**config.mk**
```make
export PLATFORM = sky130hd
export DESIGN_NAME = seg7_multiplex_display
export DESIGN_NICKNAME = d
export VERILOG_FILES = /design/src/rtl/seg7_multiplex_display.sv
export SDC_FILE = /design/constraint.sdc
export NUM_CORES = 1
export LEC_CHECK = 0
export CAP_MARGIN = 20
export CORE_MARGIN = 2
export CORE_UTILIZATION = 58
export CTS_BUF_LIST = sky130_fd_sc_hd__clkbuf_16
export DETAILED_ROUTE_END_ITERATION = 8
export DONT_BUFFER_PORTS = 1
export GPL_ROUTABILITY_DRIVEN = 0
export PLACE_DENSITY_LB_ADDON = 0.2
export SLEW_MARGIN = 20
export SYNTH_ARGS = -nofsm -noshare
export SYNTH_HDL_FRONTEND = slang
export SYNTH_SLANG_ARGS = --single-unit
```
**constraint.sdc**
```tcl
create_clock -name clk -period 2.1 [get_ports clk]
set_input_delay 0.42 -clock clk [delete_from_list [all_inputs] [get_ports clk]]
set_output_delay 0.42 -clock clk [all_outputs]
set_load 0.005 [all_outputs]
```
**src/rtl/seg7_multiplex_display.sv**
```systemverilog
// seg7_multiplex_display: multiplexed active-low 7-segment driver with lose-mode data/count alternation.
// Define SEG7_HEX_EN to show hex letters A-F for nibbles 10-15 instead of a dash.
module seg7_multiplex_display #(
    parameter int DIGITS     = 4,
    parameter int CNT_W      = 4,
    parameter int CNT_DIGITS = 2,
    parameter int ALT_PERIOD = 25_000_000
) (
    input  logic                  clk,
    input  logic                  rst_n,
    input  logic                  en,
    input  logic                  state,
    input  logic                  count_over,
    input  logic [4*DIGITS-1:0]   data,
    input  logic [CNT_W-1:0]      cnt,
    output logic [7*DIGITS-1:0]   seg,
    output logic                  cnt_phase
);
    localparam int TW = $clog2(ALT_PERIOD);
    localparam int IW = $clog2(CNT_W + 1);
    localparam int BW = 4 * CNT_DIGITS;

    function automatic logic [6:0] glyph(input logic [3:0] n);
        case (n)
            4'd0:    glyph = 7'b0000001;
            4'd1:    glyph = 7'b1001111;
            4'd2:    glyph = 7'b0010010;
            4'd3:    glyph = 7'b0000110;
            4'd4:    glyph = 7'b1001100;
            4'd5:    glyph = 7'b0100100;
            4'd6:    glyph = 7'b0100000;
            4'd7:    glyph = 7'b0001111;
            4'd8:    glyph = 7'b0000000;
            4'd9:    glyph = 7'b0000100;
`ifdef SEG7_HEX_EN
            4'hA:    glyph = 7'b0001000;
            4'hB:    glyph = 7'b1100000;
            4'hC:    glyph = 7'b0110001;
            4'hD:    glyph = 7'b1000010;
            4'hE:    glyph = 7'b0110000;
            default: glyph = 7'b0111000;
`else
            default: glyph = 7'b1111110;
`endif
        endcase
    endfunction

    logic [TW-1:0]       r_timer;
    logic                r_phase;
    logic                r_busy;
    logic [IW-1:0]       r_iter;
    logic [BW+CNT_W-1:0] r_work;
    logic [CNT_W-1:0]    r_src;
    logic [CNT_W-1:0]    r_last;
    logic [BW-1:0]       r_bcd;

    logic                w_alt;
    logic                w_wrap;
    logic                w_data_mode;
    logic                w_cnt_mode;
    logic [BW-1:0]       w_adj;
    logic [BW+CNT_W-1:0] w_step;
    logic [7*DIGITS-1:0] w_seg;

    assign w_alt       = state & count_over;
    assign w_wrap      = r_timer == TW'(ALT_PERIOD - 1);
    assign w_data_mode = state & (count_over ? ~r_phase : en);
    assign w_cnt_mode  = w_alt & r_phase;

    // Timer and phase sit at zero outside ALT_*, so entering always starts in ALT_DATA.
    always_ff @(posedge clk or negedge rst_n) begin
        if (!rst_n) begin
            r_timer <= '0;
            r_phase <= 1'b0;
        end else if (!w_alt) begin
            r_timer <= '0;
            r_phase <= 1'b0;
        end else begin
            r_timer <= w_wrap ? '0 : r_timer + 1'b1;
            r_phase <= r_phase ^ w_wrap;
        end
    end

    // r_work holds {bcd accumulator, remaining binary bits}; each cycle is one add-3-then-shift step.
    for (genvar j = 0; j < CNT_DIGITS; j++) begin : g_adj
        assign w_adj[4*j+:4] = r_work[CNT_W+4*j+:4] >= 4'd5 ? r_work[CNT_W+4*j+:4] + 4'd3 : r_work[CNT_W+4*j+:4];
    end
    assign w_step = {w_adj, r_work[CNT_W-1:0]} << 1;

    always_ff @(posedge clk or negedge rst_n) begin
        if (!rst_n) begin
            r_busy <= 1'b0;
            r_iter <= '0;
            r_work <= '0;
            r_src  <= '0;
            r_last <= '0;
            r_bcd  <= '0;
        end else if (r_busy) begin
            r_work <= w_step;
            r_iter <= r_iter + 1'b1;
            if (r_iter == IW'(CNT_W - 1)) begin
                r_busy <= 1'b0;
                r_bcd  <= w_step[BW+CNT_W-1:CNT_W];
                r_last <= r_src;
            end
        end else if (cnt != r_last) begin
            r_busy <= 1'b1;
            r_iter <= '0;
            r_work <= {{BW{1'b0}}, cnt};
            r_src  <= cnt;
        end
    end

    for (genvar k = 0; k < DIGITS; k++) begin : g_dig
        if (k < CNT_DIGITS) begin : g_cnt
            assign w_seg[7*k+:7] = w_cnt_mode ? glyph(r_bcd[4*k+:4]) : w_data_mode ? glyph(data[4*k+:4]) : 7'h7f;
        end else begin : g_dat
            assign w_seg[7*k+:7] = w_data_mode ? glyph(data[4*k+:4]) : 7'h7f;
        end
    end

    always_ff @(posedge clk or negedge rst_n) begin
        if (!rst_n) begin
            seg       <= '1;
            cnt_phase <= 1'b0;
        end else begin
            seg       <= w_seg;
            cnt_phase <= w_cnt_mode;
        end
    end
endmodule
```
### Yosys cells after proc, flatten, opt, wreduce, memory -nomap -nowiden

Memories as Yosys holds them, arrays and structs flattened.
Cells that the tools add are included.

* $add $sub $neg: 4
* $lt $le $gt $ge: 2
* eq/ne operators: 3
* multiplexer cells: 19
* bitwise gates (word level): 6
* reduce and logical (&&, ||, !) cells: 3

Operators with widths (number)
* $mux 25: 2
* $mux 7: 6
* $add 25x1->25 const B: 1
* $eq 25x25->1 const B: 1
* $mux 12: 2
* $mux 3: 3
* $ge 4x3->1 const B: 2
* $mux 1: 5
* $add 4x2->4 const B: 1
* $mux 4: 1
* $ne 4x4->1: 1
* $reduce_and 2->1: 2
* $add 3x1->3 const B: 1
* $add 3x2->3 const B: 1
* $and 1x1->1: 3
* $eq 3x2->1 const B: 1
* $not 1->1: 2
* $reduce_bool 2->1: 1
* $xor 1x1->1: 1

* bits in registers: 87
* bits in read-only memories: 672
* input port bits: 25
* output and inout port bits: 29
* logic and storage cells: 53
* memories: 6

Memory list
* (name not given): depth 16, width 7, rd ports 1, clocked after memory_dff 0, write ports 0, line 24 `case (n)`
* (name not given): depth 16, width 7, rd ports 1, clocked after memory_dff 0, write ports 0, line 24
* (name not given): depth 16, width 7, rd ports 1, clocked after memory_dff 0, write ports 0, line 24
* (name not given): depth 16, width 7, rd ports 1, clocked after memory_dff 0, write ports 0, line 24
* (name not given): depth 16, width 7, rd ports 1, clocked after memory_dff 0, write ports 0, line 24
* (name not given): depth 16, width 7, rd ports 1, clocked after memory_dff 0, write ports 0, line 24

### Logic depth before layout (Yosys ltp)

Gate-level depths: netlist of run 1.

* word-level depth: 5
* gate-level depth with buffers: 6
* gate-level depth less buffers: 6

### Least setup slack after synthesis of run 1

OpenSTA, ideal clock, no wires.

* path type: register to register
* start point: register r_timer[15]
* end point: register r_timer[23]
* setup time: 130 ps
* data arrival time: 2062 ps
* data required time: 1970 ps
* slack: -91 ps
* stages on the path, launching flop included: 6
* buffers on the path: 1
* period minus slack after synthesis: 2191 ps
* cell sequence: dfrtp_1 or4b_1 or4_4 o311ai_4 buf_6 a21oi_1

* word-level cells in the longest chain between the ends: 3
* elaborated cells between the ends (all ways): 4
* those cells by class: 1 x add/sub; 1 x eq/ne; 2 x mux

RTL lines
* start, declared: line 48 `logic [TW-1:0] r_timer;`
* start signal, assigned: line 79 `r_timer <= w_wrap ? '0 : r_timer + 1'b1;`
* $add 25x1->25 or $eq 25x25->1 (tied branches): line 79, 66
* $mux 25 (*): line 79
* $mux 25 (*): line 75 `end else if (!w_alt) begin`

Every way passes the cells marked *; elsewhere a longest branch is shown, timed or not.
A chain may end at the register's enable or synchronous reset.

### Worst setup path after layout of run 1

* start point: register r_timer[17]
* end point: register r_phase

* word-level cells in the longest chain between the ends: 3

RTL lines
* $eq 25x25->1: line 66 `assign w_wrap = r_timer == TW'(ALT_PERIOD - 1);`
* $xor 1x1->1: line 80 `r_phase <= r_phase ^ w_wrap;`
* $mux 1: line 75
* end signal, assigned: line 80
* end, declared: line 49 `logic r_phase;`

Every way passes these cells.

==> results.md, run 1 <==
- The dominant synthesized flop cell is dfrtp_1.
- During placement, the flow inserted port buffers numbering 0.
- For the pin with the worst max-slew slack, the measured transition is 709 ps.
- Using the TritonRoute via totals, the vias-per-cell ratio works out to 5.88.
- Leaving out fill and tap cells, the most frequent cell in the layout is dfrtp_1.
- The number of max-capacitance violations reported is 0.
- Counting along the longest clock path gives a buffer depth of 2.
- For this block, the via count after detailed routing is 3526.
- The path type of the worst setup path is reg -> reg.
- The die extent in x is 95.3 um.
- Setup slack on the critical path of the routed design comes to -22.5 ps.
- After clock tree synthesis, the clock-pin slew on the worst setup and hold paths is 70 ps.
- The end-of-flow core utilization is 66.1%.
- After floorplanning, the core was divided into 33 placement rows.
- Counting flops with a built-in enable in the synthesized netlist gives 0.
- The total die area is 9080 um2.
- The worst-case headroom to the max-slew limit is 52.1%.
- The path class of the lowest-slack min-delay path is in -> async.
- Measured along the y axis, the die boundary spans 95.3 um.
- Across all hold checks on the routed design, the worst slack comes to -219 ps.
- The leakage component of the power is 2.31 nW.
- The setup skew after layout is 8.67 ps.
- The flop and latch count out of synthesis is 87.
- Once the floorplan was initialized, standard cells occupied between 50 and 60% of the core.
- For this run, asynchronously set or reset flops after synthesis account for between 90% and 100%.
- When the netlist entered floorplanning its net count stood at 543.
- The total number of clock tree sinks is 87.
- The number of placed instances, taps included is approximately 580.
- The critical path data required time is 2360 ps.
- The number of global-route vias before repair was 3486.
- Sequential elements use 45.8% of the synthesized area.
- The final reports fail on hold timing, setup timing.
- TritonCTS built the clock tree.
- The minimum clock period after layout is 2120 ps.
- The highest achievable clock rate is 471 MHz.
- The later pin in the worst-skew pair is clocked with a latency of 330 ps.
- The synthesized netlist contains 40 unique library cells.
- 54 I/O pins were placed.
- The remaining global-route overflow is 0.
- For this block, the initial DRC count from the detailed router was 182.
- The pre-antenna-repair detailed-routing pass consisted of 4 iterations.
- The aggregate global-route resource usage is 21.5%.
- The initial antenna violation count is 0.
- After routing the design area is roughly 5400 um2.
- The final standard cell count with taps included and fillers excluded is 600.
- The endpoint class of the critical path is a register.
- Summing every instance area after synthesis gives 4830 um2.
- The warning count from the yosys run is 0.
- The first-pass GRT wire length is 15.6 mm.
- 0 antenna diodes ended up in the layout.
- The number of nets at the end of the flow is 552.
- The biggest fanout along the worst timing path is 3.
- The number of fillers in the final layout is 626.
- STA classifies the critical path startpoint as a register.
- Setup violations remaining at the end of the flow were counted as 1.
- The routed wire length per instance is 15.3 um.
- After synthesis, the mean cell area works out to 10.0 um2.
- The number of pins exceeding their max-slew limit in the final report came to 0.
- The number of CTS-inserted buffers is 9.
- The synthesized netlist cell count is 481.
- The largest net degree at the start of global routing is 88.
- Relative to the synthesized area, the layout overhead comes to 11.3%.
- The flow ran to the end, but the final reports show violations.
- In the layout the commonest cells are 59 x dfrtp_1, 39 x nor2_1, 37 x ha_1.
- The total DRC errors in the routed layout is 0.
- After routing, the total negative slack on setup checks comes to -22.5 ps.
- The arrival time at the worst endpoint is 2380 ps.
- The final number of hold-violating endpoints is 87.
- The wire length reported by the detailed router is approximately 9 mm.
- The final cycle utilization of the critical path is 101%.
- Across the VDD grid, the largest voltage drop is 696 uV.
- In this run the power density over the cells is 1050 nW/um2.
- The ratio of cells with drive above 1 in the final layout is a little under a fifth.
- In this run the cell area measured after placement is 5010 um2.
- The area of the core is 8130 um2.
- The CTS H-tree depth is 3.
- Setup repair after global routing could not meet its margin everywhere.
- Detailed placement finished with a half-perimeter wire length of 6.10 mm.
- The cell at the root of the clock tree is clkbuf_16.
- The count of nets left with antenna violations after detail routing is 0.
-- what timing repair did --
item | CTS | global route
hold endpoints to repair | 87 | 87
pin swaps | 1 | 1
setup endpoints to repair | 26 | 26
gates resized for setup | 7 | 2
setup buffers | 1 | 1
-- final timing paths --
| kind | startpoint | endpoint | slack [ps] | cells after the start |
|---|---|---|---|---|
| setup / recovery | r_timer[17] | r_phase | -20 | 4 |
| hold / removal | rst_n | r_bcd[7] | -220 | 0 |
| setup reg to reg | r_timer[17] | r_phase | -20 | 4 |
| hold reg to reg | r_timer[0] | r_timer[0] | 480 | 1 |
| max in group asynchronous | rst_n | seg[1] | 2120 | 0 |
| min in group clk | data[11] | seg[14] | 160 | 1 |
-- sequential cells by signal, summed over array words and instances (netlist names) --
signal and cells:
cnt_phase 1, r_bcd 8, r_busy 1, r_iter 3, r_last 4, r_phase 1
r_src 4, r_timer 25, r_work 12, seg 28
-- cell usage after synthesis, types with 11 or more instances --
cell type  count  area [um2]
clkbuf_1      18        67.6
o22ai_1       14        87.6
nand2b_1      14        87.6
nor2_1        39         146
dfrtp_1       59        1480
inv_1         28         105
o21ai_0       29         145
a22o_1        11        96.3
xnor2_1       14         123
dfstp_2       28         736
mux2_2        17         191
ha_1          37         463
a22oi_1       12        90.1
a21oi_1       29         145
nand2_1       33         124
-- where the power goes --
| group | leakage (nW) | internal (mW) | total (mW) | switching, mW |
|---|---|---|---|---|
| clock | 0.154 | 0.997 | 1.67 | 0.670 |
| combinational | 1.09 | 0.842 | 1.59 | 0.747 |
| sequential | 1.07 | 2.03 | 2.38 | 0.353 |
| total | 2.31 | 3.87 | 5.64 | 1.77 |
-- logic make-up (layout without fill, tap and decap cells) --
group,Yosys count,in the layout,share of synthesized area [%]
flip-flops,87,87,45.8
adder cells (fa/ha/maj),37,37,9.58
multiplexers,26,26,5.83
XOR/XNOR,20,20,3.63
AO/OA/AOI/OAI,119,119,16.1
AND/OR/NAND/NOR,142,142,14.9
buffers and inverters,50,64,4.19
-- cell type report --
cell class / count / area (um2) / share of cell area, %
multi-input combinational: 344 / 2450 / 45.5
sequential: 87 / 2210 / 41.1
clock buffer: 10 / 250 / 4.65
timing repair buffer: 20 / 166 / 3.09
tap: 105 / 131 / 2.44
inverter: 28 / 105 / 1.95
clock inverter: 6 / 66.3 / 1.23
-- stage by stage --
| step | setup slack, ps | power (mW) |
|---|---|---|
| after CTS | -58.0 | 5.66 |
| after floorplan | -32.6 | 3.65 |
| final | -22.5 | 5.64 |
| after detailed placement | -56.1 | 3.96 |
| after global routing | -83.9 | 6.00 |
| after global placement | -34.6 | 3.87 |
-- worst max-delay path, stage by stage, from the launching register on --
cell and delay (ps):
dfrtp_1 380, or4b_1 510, or4_4 520, or4_1 510
a21oi_1 130
-- per-layer routing --
metal	vias to the layer above	track usage [%]	share of wire, %
met2	78	35.5	49
met5	-	0	0
li1	1722	-	-
met3	13	4.35	3.8
met1	1713	28.6	46
met4	0	6.76	1.4
Note: power is estimated with default switching activity, not from simulation.
==> run 2, diff against run 1 <==
--- a/config.mk
+++ b/config.mk
@@ -12,6 +12,7 @@
 export DETAILED_ROUTE_END_ITERATION = 8
 export DONT_BUFFER_PORTS = 1
 export GPL_ROUTABILITY_DRIVEN = 0
+export HOLD_SLACK_MARGIN = 0.1
 export PLACE_DENSITY_LB_ADDON = 0.2
 export SLEW_MARGIN = 20
 export SYNTH_ARGS = -nofsm -noshare
==> results of run 2 <==
No change in the layout: final DEF, timing and power equal those of run 1.
==> run 3, diff against run 2 <==
--- a/config.mk
+++ b/config.mk
@@ -6,7 +6,6 @@
 export NUM_CORES = 1
 export LEC_CHECK = 0
 export CAP_MARGIN = 20
-export CORE_MARGIN = 2
 export CORE_UTILIZATION = 58
 export CTS_BUF_LIST = sky130_fd_sc_hd__clkbuf_16
 export DETAILED_ROUTE_END_ITERATION = 8
@@ -14,7 +13,7 @@
 export GPL_ROUTABILITY_DRIVEN = 0
 export HOLD_SLACK_MARGIN = 0.1
 export PLACE_DENSITY_LB_ADDON = 0.2
-export SLEW_MARGIN = 20
+export SLEW_MARGIN = 10
 export SYNTH_ARGS = -nofsm -noshare
 export SYNTH_HDL_FRONTEND = slang
 export SYNTH_SLANG_ARGS = --single-unit
==> run 3 against run 2 <==
Compared with the run above:
- clock skew shrank 1.8 ps
- critical path depth is the same
- utilization grew 2.2 points
- first-iteration DRC count shrank 38%
- the flow still finishes with violations (hold timing, setup timing)
- maximum frequency shrank 0.64%
- worst hold slack lost 3.2 ps
- routed wire length shrank 1.4%
- clock-buffer cell count is the same
- final cell count shrank 0.67%
==> results.md, run 3 (synthesis gave the netlist of run 1 again) <==
- The floorplan row count is 32.
- At the pin with the least slew margin, the transition time is 693 ps.
- Port buffering added 0 buffers.
- seg holds more flip-flops than any other register.
- The clock drives 87 sinks.
- The total die area is approximately 8700 um2.
- Setup repair after global routing could not meet its margin everywhere.
- Fill cells in the final layout number 590.
- The area used by sequential logic in the layout is 2210 um2.
- The number of placed instances, taps included is 577.
- The post-DP HPWL is 6.15 mm.
- The initial antenna violation count is 0.
- The largest net degree at the start of global routing is just under 90.
- The first-pass GRT wire length is ~15 mm.
- The flow ran to the end, but the final reports show violations.
- TritonCTS built the clock tree.
- The initial detailed-routing violation count is around 110.
- The checks that failed: hold timing, setup timing.
- The biggest fanout along the worst timing path is 3.
- Power spread over the standard cell area amounts to 1040 nW/um2.
- The number of antenna diodes in the final layout is 0.
- The routed wire length per instance is 15.2 um.
- The final number of hold-violating endpoints is 87.
- The path type of the worst setup path is reg -> reg.
- The delay of the slowest critical-path stage is 520 ps.
- In the finished design, the share of the clock period the worst path needs comes to 102%.
- The total area of multi-input combinational cells is 2450 um2.
- In this run the cell area measured after placement is 4990 um2.
- At the placement stage, the worst setup path has a slack of -45.5 ps.
- The worst-case setup margin in the final layout is -36.2 ps.
- Once the floorplan was initialized, standard cells occupied 61.3% of the core.
- The most frequent standard cell in the layout excluding fill and tap cells is dfrtp_1.
- Summing over every cut layer, the via total after detailed routing is 3453.
- Global routing consumed, over all layers together, 21.8% of the routing resources.
- The flip-flop count of the largest register after layout is 28.
- The CTS H-tree depth is 3.
- The arrival time at the worst endpoint is about 2400 ps.
- TritonCTS created 9 clock buffers.
- The total overflow left after global routing is 0.
- The ratio of cells with drive above 1 in the final layout is 18.6%.
- The setup skew after layout is 6.90 ps.
- After detailed routing, the total wire length is 9.08 mm.
- The path class of the tightest hold or removal check is in -> async.
- The vertical die dimension is approximately 93 um.
- The endpoint class of the critical path is a register.
- The number of top-level pins is 54.
- The smallest clock period supported by the final layout is computed as about 2100 ps.
- The number of pins exceeding their max-slew limit in the final report is 0.
- The slack of the worst reg-to-reg path is -40 ps.
- The die extent in x is 93.3 um.
- The number of global-route vias before repair was 3208.
- The critical path data required time is around 2400 ps.
- The worst-case headroom to the max-slew limit is 53.2%.
- Final hold analysis gives a worst-case slack of -223 ps.
- For this run, the post-layout net count is about 550.
- After detailed routing, the number of remaining DRC violations is 0.
- The final total negative setup slack is -179 ps.
- In the layout the commonest cells are 59 x dfrtp_1, 39 x nor2_1, 37 x ha_1.
- STA classifies the critical path startpoint as a register.
- The worst-case clock buffer depth is 2.
- Across the run, the number of max-cap violations was 0.
- The synthesis-to-layout area growth is 11.5%.
- The floorplan step defined a core boundary enclosing 7890 um2.
- After detailed routing, the number of vias per cell comes to 5.79.
- The clock-pin slew of the registers on the worst-case setup and hold paths is 60 ps.
- After the flow finishes, the layout carries non-filler instances totaling 596.
- Based on the critical path, the design can be clocked at up to 468 MHz.
- The post-route cell area is around 5400 um2.
- For this design the static power due to leakage is about 2.3 nW.
- The signal on the critical path passes through or4_1 -> or4_4 -> or4_1 -> a21oi_1.
- The first detailed-routing pass took 4 iterations.
- The critical-path cell with the highest stage delay is or4_4.
- Setup violations remaining at the end of the flow were counted as 21.
- The most numerous cell type found on the critical path is or4_1.
- CTS placed an instance of clkbuf_16 at the clock tree root.
- At the later pin of the worst-skew pair, clock insertion delay measures 330 ps.
- The worst-case vdd ir drop is approximately 810 uV.
- The largest registers in the layout are seg x28, r_timer x25, r_work x12.
- The count of nets left with antenna violations once routing finished came out at 0.
run 3: cell count changes in the layout (fill, tap and decap cells not counted):
| cell | change |
|---|---|
| a21oi_2 | +1 |
| inv_1 | +1 |
| a21oi_1 | -1 |
| clkinv_1 | +1 |
| inv_4 | -1 |
| clkbuf_16 | +1 |
| clkinv_4 | -1 |
| buf_4 | -3 |
| buf_8 | +1 |
run 3: critical path, delay by kind of cell, from the launching register on:
| family | cells | cell delay (ps) |
|---|---|---|
| compound gates | 1 | 140 |
| flops | 1 | 370 |
| simple gates | 3 | 1550 |
run 3: worst paths after layout:
check	from	endpoint	depth (start not counted)
setup reg to reg	r_timer[9]	r_phase	4
min in group clk	data[15]	seg[21]	1
hold reg to reg	r_timer[0]	r_timer[0]	1
hold / removal	rst_n	cnt_phase	0
max in group asynchronous	rst_n	seg[16]	0
setup / recovery	r_timer[9]	r_phase	4
run 3: metal layers:
metal | vias to the layer above | routed length [um] | GRT usage (%) | part of all wire (%)
met4 | 0 | 106 | 8.21 | 1.2
met2 | 55 | 4340 | 35.4 | 48
met3 | 8 | 295 | 3.90 | 3.3
li1 | 1718 | - | - | -
met5 | - | 0 | 0 | 0
met1 | 1672 | 4340 | 29.2 | 48
run 3: stage by stage:
| step | power, mW | utilization (%) |
|---|---|---|
| 4_1_cts | 5.62 | 67.3 |
| 2_1_floorplan | 3.65 | - |
| 3_5_place_dp | 3.97 | 63.3 |
| 5_1_grt | 5.94 | 68.3 |
| 6_report | 5.59 | 68.3 |
| 3_3_place_gp | 3.88 | 63.3 |
run 3: power breakdown:
part	total (mW)	switching [mW]	internal, mW	leakage [nW]
sequential	2.36	0.333	2.03	1.07
clock	1.62	0.639	0.985	0.152
combinational	1.60	0.751	0.849	1.10
total	5.59	1.72	3.86	2.32
run 3: layout make-up:
type | count | share of cell area (%)
Clock inverter | 6 | 1.09
Inverter | 28 | 1.95
Sequential cell | 87 | 41.0
Multi-Input combinational cell | 344 | 45.5
Clock buffer | 10 | 4.64
Tap cell | 102 | 2.37
Timing Repair Buffer | 19 | 3.41
run 3: what timing repair did:
action / 4_1_cts / 5_1_grt
pin swaps: 0 / 1
gates cloned: 0 / 1
endpoints found under the setup margin: 8 / 26
gates resized for setup: 1 / 11
hold endpoints to repair: 87 / 87
setup buffers: 0 / 2
